$ cat config.mk
export PLATFORM = sky130hd
export DESIGN_NAME = sc_timing_monitor_flat
export DESIGN_NICKNAME = d
export VERILOG_FILES = /design/src/rtl/sc_timing_monitor_if.sv /design/src/rtl/sc_timing_monitor.sv /design/src/flat_wrapper.sv
export SDC_FILE = /design/constraint.sdc
export NUM_CORES = 1
export LEC_CHECK = 0
export ABC_AREA = 1
export CAP_MARGIN = 25
export CORE_MARGIN = 4
export CORE_UTILIZATION = 54
export CTS_BUF_LIST = sky130_fd_sc_hd__clkbuf_16
export DETAILED_ROUTE_END_ITERATION = 16
export PLACE_DENSITY = 0.83
export REMOVE_ABC_BUFFERS = 1
export SYNTH_ARGS = -nofsm -noshare
export SYNTH_HDL_FRONTEND = slang
export SYNTH_SLANG_ARGS = --single-unit
$ cat constraint.sdc
create_clock -name clk -period 5.46 [get_ports clk]
set_input_delay 1.092 -clock clk [delete_from_list [all_inputs] [get_ports clk]]
set_output_delay 1.092 -clock clk [all_outputs]
set_load 0.05 [all_outputs]
$ cat src/rtl/sc_timing_monitor_if.sv
// Bus between the timing monitor and the harness that drives the composed cores.
// The master drives start/mode/finish levels and the slave (monitor) returns the results.
interface sc_timing_monitor_if #(
    parameter int unsigned NCOPY = 2,
    parameter int unsigned CNT_W = 16
);
    logic             start;
    logic             mode;
    logic [NCOPY-1:0] finish_vec;
    logic             busy;
    logic             done;
    logic             leak;
    logic             timeout;
    logic [NCOPY-1:0] leak_mask;
    logic [CNT_W-1:0] first_leak_cycle;
    logic [CNT_W-1:0] lat_min;
    logic [CNT_W-1:0] lat_max;

    modport master (
        output start, mode, finish_vec,
        input  busy, done, leak, timeout, leak_mask, first_leak_cycle, lat_min, lat_max
    );

    modport slave (
        input  start, mode, finish_vec,
        output busy, done, leak, timeout, leak_mask, first_leak_cycle, lat_min, lat_max
    );
endinterface

$ cat src/rtl/sc_timing_monitor.sv
// Timing-equivalence monitor for NCOPY self-composed crypto cores: measures per-copy latency
// and flags any secret-dependent divergence from reference copy 0.
module sc_timing_monitor #(
    parameter int unsigned NCOPY   = 2,
    parameter int unsigned CNT_W   = 16,
    parameter int unsigned TIMEOUT = 4096,
    parameter int unsigned TOL     = 0
) (
    input logic                clk,
    input logic                rst_n,
    sc_timing_monitor_if.slave mon_io
);
    localparam logic [CNT_W-1:0] TimeoutC    = CNT_W'(TIMEOUT);
    localparam logic [CNT_W-1:0] TimeoutLast = CNT_W'(TIMEOUT - 1);
    localparam logic [CNT_W-1:0] TolC        = CNT_W'(TOL);

    typedef enum logic [1:0] {StIdle, StRun, StDone} state_e;

    state_e                       state_q, state_d;
    logic [CNT_W-1:0]             cyc_q, cyc_d;
    logic [NCOPY-1:0]             seen_q, seen_d;
    logic [NCOPY-1:0][CNT_W-1:0]  lat_q, lat_d;
    logic                         mode_q, mode_d;
    logic                         leak_q, leak_d;
    logic                         timeout_q, timeout_d;
    logic [NCOPY-1:0]             mask_q, mask_d;
    logic [CNT_W-1:0]             first_q, first_d;
    logic [CNT_W-1:0]             min_q, min_d;
    logic [CNT_W-1:0]             max_q, max_d;

    logic [NCOPY-1:0] arrived, diff, mask_end;
    logic             all_arr;
    logic [CNT_W-1:0] lo, hi, dlt;

    always_comb begin
        state_d   = state_q;
        cyc_d     = cyc_q;
        seen_d    = seen_q;
        lat_d     = lat_q;
        mode_d    = mode_q;
        leak_d    = leak_q;
        timeout_d = timeout_q;
        mask_d    = mask_q;
        first_d   = first_q;
        min_d     = min_q;
        max_d     = max_q;
        mask_end  = '0;
        lo        = '0;
        hi        = '0;
        dlt       = '0;

        arrived = seen_q | mon_io.finish_vec;
        diff    = arrived ^ {NCOPY{arrived[0]}};
        all_arr = &arrived;

        case (state_q)
            StIdle: begin
                if (mon_io.start) begin
                    state_d   = StRun;
                    cyc_d     = '0;
                    seen_d    = '0;
                    mode_d    = mon_io.mode;
                    leak_d    = 1'b0;
                    timeout_d = 1'b0;
                    mask_d    = '0;
                    first_d   = '0;
                end
            end
            StRun: begin
                cyc_d = cyc_q + 1'b1;
                for (int i = 0; i < NCOPY; i++) begin
                    if (mon_io.finish_vec[i] && !seen_q[i]) begin
                        seen_d[i] = 1'b1;
                        lat_d[i]  = cyc_q;
                    end
                end
                // Lockstep: leak_q doubles as "divergence already recorded"
                if (!mode_q && (|diff)) begin
                    leak_d = 1'b1;
                    mask_d = mask_q | diff;
                    if (!leak_q) first_d = cyc_q;
                end
                if (all_arr || (cyc_q == TimeoutLast)) begin
                    state_d   = StDone;
                    timeout_d = !all_arr;
                    for (int i = 0; i < NCOPY; i++) begin
                        if (!arrived[i]) lat_d[i] = TimeoutC;
                    end
                    lo = lat_d[0];
                    hi = lat_d[0];
                    for (int i = 1; i < NCOPY; i++) begin
                        if (lat_d[i] < lo) lo = lat_d[i];
                        if (lat_d[i] > hi) hi = lat_d[i];
                    end
                    min_d    = lo;
                    max_d    = hi;
                    mask_end = diff;
                    if (mode_q) begin
                        for (int i = 1; i < NCOPY; i++) begin
                            dlt = (lat_d[i] > lat_d[0]) ? lat_d[i] - lat_d[0]
                                                        : lat_d[0] - lat_d[i];
                            if (dlt > TolC) mask_end[i] = 1'b1;
                        end
                    end
                    mask_d = mask_d | mask_end;
                    if ((|mask_end) || (mode_q && ((hi - lo) > TolC))) leak_d = 1'b1;
                end
            end
            StDone:  state_d = StIdle;
            default: state_d = StIdle;
        endcase
    end

    always_ff @(posedge clk or negedge rst_n) begin
        if (!rst_n) begin
            state_q   <= StIdle;
            cyc_q     <= '0;
            seen_q    <= '0;
            lat_q     <= '0;
            mode_q    <= 1'b0;
            leak_q    <= 1'b0;
            timeout_q <= 1'b0;
            mask_q    <= '0;
            first_q   <= '0;
            min_q     <= '0;
            max_q     <= '0;
        end else begin
            state_q   <= state_d;
            cyc_q     <= cyc_d;
            seen_q    <= seen_d;
            lat_q     <= lat_d;
            mode_q    <= mode_d;
            leak_q    <= leak_d;
            timeout_q <= timeout_d;
            mask_q    <= mask_d;
            first_q   <= first_d;
            min_q     <= min_d;
            max_q     <= max_d;
        end
    end

    assign mon_io.busy             = (state_q == StRun);
    assign mon_io.done             = (state_q == StDone);
    assign mon_io.leak             = leak_q;
    assign mon_io.timeout          = timeout_q;
    assign mon_io.leak_mask        = mask_q;
    assign mon_io.first_leak_cycle = first_q;
    assign mon_io.lat_min          = min_q;
    assign mon_io.lat_max          = max_q;
endmodule

$ cat src/flat_wrapper.sv
// flat-port wrapper written by rule: the top's interface ports become plain ports
module sc_timing_monitor_flat 
#(
    parameter int unsigned NCOPY   = 2,
    parameter int unsigned CNT_W   = 16,
    parameter int unsigned TIMEOUT = 4096,
    parameter int unsigned TOL     = 0
)
  (clk, rst_n, mon_io_start, mon_io_mode, mon_io_finish_vec, mon_io_busy, mon_io_done, mon_io_leak, mon_io_timeout, mon_io_leak_mask, mon_io_first_leak_cycle, mon_io_lat_min, mon_io_lat_max);
  sc_timing_monitor_if #(.NCOPY(NCOPY), .CNT_W(CNT_W)) mon_io_i ();
  input logic clk;
  input logic rst_n;
  input wire logic [$bits(mon_io_i.start)-1:0] mon_io_start;
  input wire logic [$bits(mon_io_i.mode)-1:0] mon_io_mode;
  input wire logic [$bits(mon_io_i.finish_vec)-1:0] mon_io_finish_vec;
  output wire logic [$bits(mon_io_i.busy)-1:0] mon_io_busy;
  output wire logic [$bits(mon_io_i.done)-1:0] mon_io_done;
  output wire logic [$bits(mon_io_i.leak)-1:0] mon_io_leak;
  output wire logic [$bits(mon_io_i.timeout)-1:0] mon_io_timeout;
  output wire logic [$bits(mon_io_i.leak_mask)-1:0] mon_io_leak_mask;
  output wire logic [$bits(mon_io_i.first_leak_cycle)-1:0] mon_io_first_leak_cycle;
  output wire logic [$bits(mon_io_i.lat_min)-1:0] mon_io_lat_min;
  output wire logic [$bits(mon_io_i.lat_max)-1:0] mon_io_lat_max;
  assign mon_io_i.start = mon_io_start;
  assign mon_io_i.mode = mon_io_mode;
  assign mon_io_i.finish_vec = mon_io_finish_vec;
  assign mon_io_busy = mon_io_i.busy;
  assign mon_io_done = mon_io_i.done;
  assign mon_io_leak = mon_io_i.leak;
  assign mon_io_timeout = mon_io_i.timeout;
  assign mon_io_leak_mask = mon_io_i.leak_mask;
  assign mon_io_first_leak_cycle = mon_io_i.first_leak_cycle;
  assign mon_io_lat_min = mon_io_i.lat_min;
  assign mon_io_lat_max = mon_io_i.lat_max;
  sc_timing_monitor #(.NCOPY(NCOPY), .CNT_W(CNT_W), .TIMEOUT(TIMEOUT), .TOL(TOL)) u_core (.clk(clk), .rst_n(rst_n), .mon_io(mon_io_i));
endmodule
Word-level counts from Yosys, hierarchy flattened --
Index checks and enable logic that the tools add are counted.
Storage, ports and cells: register bits after elaboration 105, bits of input ports 6, output and inout port bits 54
Operators by class: add/subtract/negate cells 4, magnitude comparators 4, equal/unequal tests 9, multiplexer cells 43, bitwise operators 4, reductions and logical operators 23
Operators with widths (number):
- $mux 16 | 18
- $pmux 16 s2 | 2
- $sub 16x16->16 | 3
- $gt 16x1->1 const B | 2
- $mux 32 | 1
- $add 16x1->16 const B | 1
- $eq 16x12->1 const B | 1
- $gt 16x16->1 | 1
- $lt 16x16->1 | 1
- $mux 2 | 6
- $pmux 2 s2 | 3
- $mux 1 | 11
- $reduce_and 2->1 | 5
- $reduce_and 3->1 | 3
- $ne 2x1->1 const B | 4
- $or 2x2->2 | 3
- $logic_and 1x1->1 | 4
- $logic_not 1->1 | 4
- $ne 2x2->1 const B | 2
- $pmux 1 s2 | 2
- $reduce_and 4->1 | 1
- $reduce_or 2->1 | 2
- $eq 2x1->1 const B | 1
- $eq 2x2->1 const B | 1
- 4 further kinds | 5

Depth between registers and ports, before layout --
Gate-level depths: netlist (run 1).
depth after elaboration 18, gate-level depth with buffers 42

Least setup slack after synthesis (run 1) --
OpenSTA, ideal clock, no wires.
kind input port to flip-flop, start point in mon_io_finish_vec[0], end point reg u_core.leak_q, in the netlist u_core.mon_io.leak, setup time 118 ps, arrival 5845 ps, required time 5342 ps, setup slack -503 ps, stages 38, cells stage by stage nand2_2 -> clkbuf_1 -> clkbuf_1 -> o21a_1 -> inv_1 -> nor2_1 -> inv_1 -> ha_1 -> buf_2 -> nand2_1 -> nor2_1 -> inv_1 -> nor4_1 -> nand3_1 -> nand2_1 -> buf_2 -> clkbuf_1 -> nand2_1 -> (+2 left out) -> inv_1 -> o21ai_0 -> o21ai_0 -> nand3_1 -> nand2_1 -> nand2_1 -> nand2_1 -> nand2_1 -> nand2_1 -> nand2_1 -> a21oi_1 -> inv_1 -> nand3_1 -> nand3_1 -> a21oi_1 -> nand3_1 -> nand2_1 -> nand2_1
On the way: longest elaborated chain between the ends 17, elaborated cells on any way between the ends 36
Ends and longest elaborated chain:
- start: declaration | RTL line flat_wrapper.sv:15 | input wire logic [$bits(mon_io_i.finish_vec)-1:0] mon_io_finish_vec;
- branches (longest 15 deep; another with $gt 16x16->1)
- $mux 1 (*) | RTL line sc_timing_monitor.sv:83 | if (all_arr || (cyc_q == TimeoutLast)) begin
- $pmux 1 s2 (*) | RTL line sc_timing_monitor.sv:56 | case (state_q)
- end signal: assignment | RTL line sc_timing_monitor.sv:133 | leak_q <= leak_d;
- end: declaration | RTL line sc_timing_monitor.sv:24 | logic leak_q, leak_d;
Every way passes the cells marked *. The select of a mux whose other input is x is not followed. A chain may end at the register's enable or synchronous reset.

Final worst setup path (run 1) --
Same ends and word-level chain as after synthesis.

==> impl_results.md, run 1 <==
- Status: finished, final reports clean
- Adder-Cell Fraction of Synth Area: 7.786%
- Initial antenna violation count: 0
- Clk Latency, worst-skew pair: 360 ps
- Final hold vios: 0
- Final wirelength: 27360 microns
- CTS Sinks: 104
- XOR/XNOR Fraction of Synth Area: 0.8862%
- DRT Pass-1 Iters: 7
- Cts bufs inserted: 9
- Register bit count reported by yosys: 104
- Min Tclk post-route: 5440 ps
- Slew headroom: 40.82%
- Clock tree buffer depth: 2
- Post-synth EDFFs: 0
- CP Data Arrival Time: 5700 ps
- Via total after detailed routing: 9222
- CTS clk-pin slew, worst paths: 70 ps
- First-pass GRT wire length: 39300 microns
- Achievable clock frequency: 183.8 MHz
- Synthesis warning total: 0
- Grt total ovfl: 0
- Core area: 0.01410 sq mm
- Drt via density: 5.764
- DR iter-0 viols: 1093
- Vias in the first global route: 8260
- Total track usage: 29.24%
- Hold crit path type: register to register
- Largest net degree at the start of global routing: 75
- Layout cell share with drive strength beyond 1: 24.51%
- H-tree levels: 3
- Post-Route Skew: 6.710 ps
- Clk root buf: clkbuf_16
- IO Port Bufs: 58
- Yosys cell types: 43
- Largest family of logic cells by synthesized area: simple AND/OR/NAND/NOR gates
- FP Rows: 43
- Cell Area, Synth: 0.007906 sq mm
- Gpl congestion: 0.9971
- Io pins: 60
- CTS tree: done
- Predominant post-synthesis flop cell: dfrtp_1
- Multi-input logic area: 0.004830 sq mm
- Synth Area in Compound Gates: 16.81%
- Initial Utilization: 56.09%
- Die height: 129 microns
- Crit Path Category: input pin to register
- Share of the yosys chip area belonging to registers: 32.92%
- Antenna Nets Post-Route: 0
- Crit-path max cell delay: 330 ps
- Top-count cell post-synth: nand2_1
- Max-cap viol count: 0
- Largest cells by area after synthesis: dfrtp_1 33%, nand2_1 14%, inv_1 9.7%, ha_1 7.3%, o21ai_0 6.7%
- Crit-path most repeated cell: nand2_1
- Layout area overhead: 39.09%
- Antenna cell count: 0
- Filler instances: 898
- Period utilization: 99.63%
- Simple-gate share of the synthesized area: 28.60%
- Worst Setup Start Kind: input pin
- Max-slew violation count: 0
- FF+latch area: 0.002603 sq mm
- Die area: 0.01664 sq mm
- Top-area cell type share of the netlist area: 32.92%
- Worst Path Required: 5720 ps
- Critical path's slowest cell: a221oi_1
- Post-DP HPWL: 18280 microns
- Routed len/inst: 17.10 microns
- Top post-synthesis cells by count: 304 x nand2_1, 205 x inv_1, 106 x o21ai_0
- Hold Slack: 480.7 ps
- # DRC: 0
- CP Max Fanout: 10
- Setup violations, final: 0
- Syn_area_per_cell: 6.661 sq um
- Die W: 129 microns
- Synthesized instance count: 1187
- Post-synthesis mux area share: 0.1266%
- Async S/R FF share, synth: 100.0%
- Area leader, netlist: dfrtp_1
- Slew @ Worst Pin: 887.7 ps
- Setup crit end kind: register
- Post-layout nets: 1469
## logic make-up (layout without fill, tap and decap cells)
logic type	count (synthesis)	after routing
adder cells (fa/ha/maj)	48	48
AND/OR/NAND/NOR	532	532
XOR/XNOR	8	8
buffers and inverters	261	494
other	1	1
multiplexers	1	1
AO/OA/AOI/OAI	232	232
flip-flops	104	104
## per-layer routing
metal	vias to the layer above	GRT usage, %	wire length (microns)
met5	-	0	0
met4	0	14.02	1453
met3	124	5.438	2496
met2	556	46.19	12640
met1	4281	38.79	10770
li1	4261	-	-
## path summary, 6_finish.rpt
kind	from	to	slack (ps)	depth (start not counted)
worst max-delay path	mon_io_finish_vec[0]	u_core.mon_io.leak	20	34
worst min-delay path	u_core.mon_io.lat_max[2]	u_core.mon_io.lat_max[2]	480	2
worst max register to register	u_core.seen_q[0]	u_core.mon_io.leak	250	34
worst min register to register	u_core.mon_io.lat_max[2]	u_core.mon_io.lat_max[2]	480	2
max in group asynchronous	rst_n	u_core.mon_io.lat_min[0]	3640	2
min in group asynchronous	rst_n	u_core.mon_io.first_leak_cycle[11]	870	1
## layout make-up
class                      count  share of cell area [%]
multi-input combinational    822                   43.92
tap                          180                   2.048
inverter                     213                   7.270
clock inverter                 7                  0.4324
clock buffer                   9                   2.048
timing repair buffer         265                   20.62
sequential                   104                   23.67
## flip-flops by register name, summed over array words and instances, names as in the netlist, 2 cells and up
register,count
u_core.cyc_q,16
u_core.lat_q,32
u_core.mon_io.first_leak_cycle,16
u_core.mon_io.lat_max,16
u_core.mon_io.lat_min,16
u_core.seen_q,2
u_core.state_q,2
## through the flow
step	setup TNS [ps]	setup slack (ps)	util, %	instances	instance area (sq um)
4_1_cts	0	19.91	72.67	1576	10240
3_3_place_gp	-855.6	-855.6	70.06	1556	9876
6_report	0	20.38	78.01	1600	11000
3_5_place_dp	-1084	-1084	70.06	1556	9876
5_1_grt	-201.1	-201.1	78.01	1600	11000
2_1_floorplan	-912.0	-912.0	-	1139	7691
## critical path: cells and delay by family
| kind | cells | cell delay (ps) |
|---|---|---|
| adders and majority gates | 2 | 510 |
| and+or+nand+nor | 16 | 1540 |
| buffers and inverters | 9 | 1190 |
| AOI/OAI and AO/OA | 7 | 1370 |
## what timing repair did
action                                  CTS  global route
buffers inserted                          4            20
gates resized for setup                  28           135
endpoints found under the setup margin    1             1
gates cloned                              0             4
pin swaps                                 8            45
hold buffers                              0             0
## cells in the final DEF, fill, tap and decap left out, types with 3 or more instances in the layout
cell and n:
buf_4 195, nand2_1 294, inv_1 190, xor2_1 5, ha_1 31, a31oi_1 5, inv_2 24, nor3_2 3
nor2_2 15, o21ai_1 12, nand2_8 4, nand2_4 4, nand3_1 95, o21ai_0 84, ha_2 3, clkbuf_16 12
o22ai_1 20, ha_4 12, nand3_2 4, nand4_1 15, nor2_1 54, a21oi_1 37, o21bai_1 4, nand2_2 11
o21a_1 35, a21oi_2 14, buf_6 6, buf_12 4, nor3_1 14, dfrtp_1 104, o21ai_2 8, clkdlybuf4s50_1 55
nor2_4 10
Power of run 1 is left out: the tool's default activity adds up to more than one toggle a clock period on the data nets, which glitch-free logic cannot reach.
==> inputs of run 2 (changes only) <==
- CTS_CLUSTER_SIZE: not set -> 10
- SLEW_MARGIN: not set -> 20
==> results of run 2 <==
Same layout as run 1: the final DEF is identical, and so are final timing and power.
Power of run 2 is left out for the same reason.
==> inputs of run 3 (changes only) <==
- PLACE_DENSITY: 0.83 -> 0.8
==> impl_results.md, run 3 (synthesis gave the netlist of run 1 again) <==
- Status: finished, final reports clean
- CTS tree: done
- CTS Sinks: 104
- Routed len/inst: 16.55 microns
- Critical path's slowest cell: ha_1
- IO Port Bufs: 58
- CP Capture Point: u_core.mon_io.leak
- Via total after detailed routing: 8946
- Post-layout nets: 1468
- Core area: 0.01410 sq mm
- Setup crit end kind: register
- Clk Latency, worst-skew pair: 370 ps
- Grt total ovfl: 0
- Initial Utilization: 56.09%
- CP Max Fanout: 12
- Slew headroom: 52.97%
- Largest net degree at the start of global routing: 75
- Cts bufs inserted: 9
- Slew @ Worst Pin: 705.5 ps
- # DRC: 0
- Commonest non-fill, non-tap cells in the layout: 290 x nand2_1, 197 x buf_4, 194 x inv_1
- Hold crit path type: register to register
- H-tree levels: 3
- Antenna cell count: 0
- Crit-path max cell delay: 340 ps
- Total track usage: 30.34%
- Crit path launch: mon_io_finish_vec[0]
- FF+latch area: 0.002603 sq mm
- CTS clk-pin slew, worst paths: 70 ps
- Period utilization: 97.68%
- Reg2reg end: u_core.mon_io.leak
- CP Data Arrival Time: 5590 ps
- Setup violations, final: 0
- Crit-path most repeated cell: nand2_1
- Multi-input logic area: 0.004832 sq mm
- Worst Setup Start Kind: input pin
- First-pass GRT wire length: 40370 microns
- DR iter-0 viols: 1119
- Clock tree buffer depth: 2
- Antenna Nets Post-Route: 0
- Achievable clock frequency: 187.5 MHz
- Setup_tns: 0 ps
- Die area: 0.01664 sq mm
- Layout area overhead: 39.74%
- Worst Path Required: 5720 ps
- DRT Pass-1 Iters: 10
- Gpl congestion: 0.9779
- Layout cell share with drive strength beyond 1: 24.45%
- Crit Path Category: input pin to register
- Post-DP HPWL: 17820 microns
- Io pins: 60
- Filler instances: 996
- Max reg flops: 32
- Final wirelength: 26470 microns
- Die W: 129 microns
- Initial antenna violation count: 0
- R2R cell count: 37
- Placed Cells: 1555
- Reg2reg setup slack: 400 ps
- FP Rows: 43
- Cell Count, Final, Fillers Out: 1599
- R2R Path Start: u_core.seen_q[0]
- Most common cell after layout, fill and taps aside: nand2_1
- Post-Route Skew: 10.06 ps
- Reg with most FFs: u_core.lat_q
- Drt via density: 5.595
- Max-cap viol count: 0
- Hold Path Cell Cnt: 2
- Vias in the first global route: 8301
- Die height: 129 microns
- Final hold vios: 0
- Max-slew violation count: 0
- Clk root buf: clkbuf_16
- Min Tclk post-route: 5333 ps
==> run 3: critical path: cells and delay by family <==
family / cells / cell delay [ps]
buffers and inverters: 7 / 720
and+or+nand+nor: 22 / 2310
AOI/OAI and AO/OA: 6 / 810
adders and majority gates: 2 / 620
==> run 3: how the worst min path moves through the flow <==
| stage | start | endpoint | slack, ps |
|---|---|---|---|
| finish | u_core.mon_io.lat_max[4] | u_core.mon_io.lat_max[4] | 480 |
| global route | u_core.mon_io.lat_min[6] | u_core.mon_io.lat_min[6] | 510 |
| CTS | u_core.mon_io.lat_max[2] | u_core.mon_io.lat_max[2] | 480 |
| detailed placement | u_core.mon_io.lat_max[2] | u_core.mon_io.lat_max[2] | 460 |
| global placement | u_core.mon_io.lat_max[2] | u_core.mon_io.lat_max[2] | 460 |
| floorplan | u_core.lat_q[30] | u_core.lat_q[30] | 450 |
==> run 3: layout make-up <==
| type | count | area share [%] |
|---|---|---|
| clock inverters | 7 | 0.6455 |
| multi-input cells | 822 | 43.74 |
| repair buffers | 264 | 20.75 |
| inverters | 213 | 7.237 |
| well taps | 180 | 2.039 |
| flip-flops and latches | 104 | 23.56 |
| clock buffers | 9 | 2.039 |
==> run 3: metrics by stage <==
step / hold WS [ps] / instance area [sq um] / setup slack, ps / utilization [%]
after detailed placement: 464.8 / 9893 / -1003 / 70.18
after global routing: 508.7 / 11050 / -152.5 / 78.38
after global placement: 462.4 / 9893 / -936.4 / 70.18
after floorplan: 451.4 / 7691 / -912.0 / -
final: 480.5 / 11050 / 126.7 / 78.38
after CTS: 482.4 / 10570 / 8.687 / 75.01
==> run 3: metal layers <==
metal	vias up	wire length [microns]	GRT usage (%)
met3	105	2207	4.940
met5	-	0	0
met2	503	12180	48.45
met4	0	1171	12.72
li1	4264	-	-
met1	4074	10910	41.01
==> run 3: repair_timing <==
item | in CTS | in global routing
setup endpoints to repair | 1 | 1
resized for setup | 67 | 79
gates cloned | 3 | 1
hold buffers | 0 | 0
setup buffers | 11 | 14
pin swaps | 30 | 39
endpoints found under the hold margin | 0 | 0
Power of run 3 is left out for the same reason.
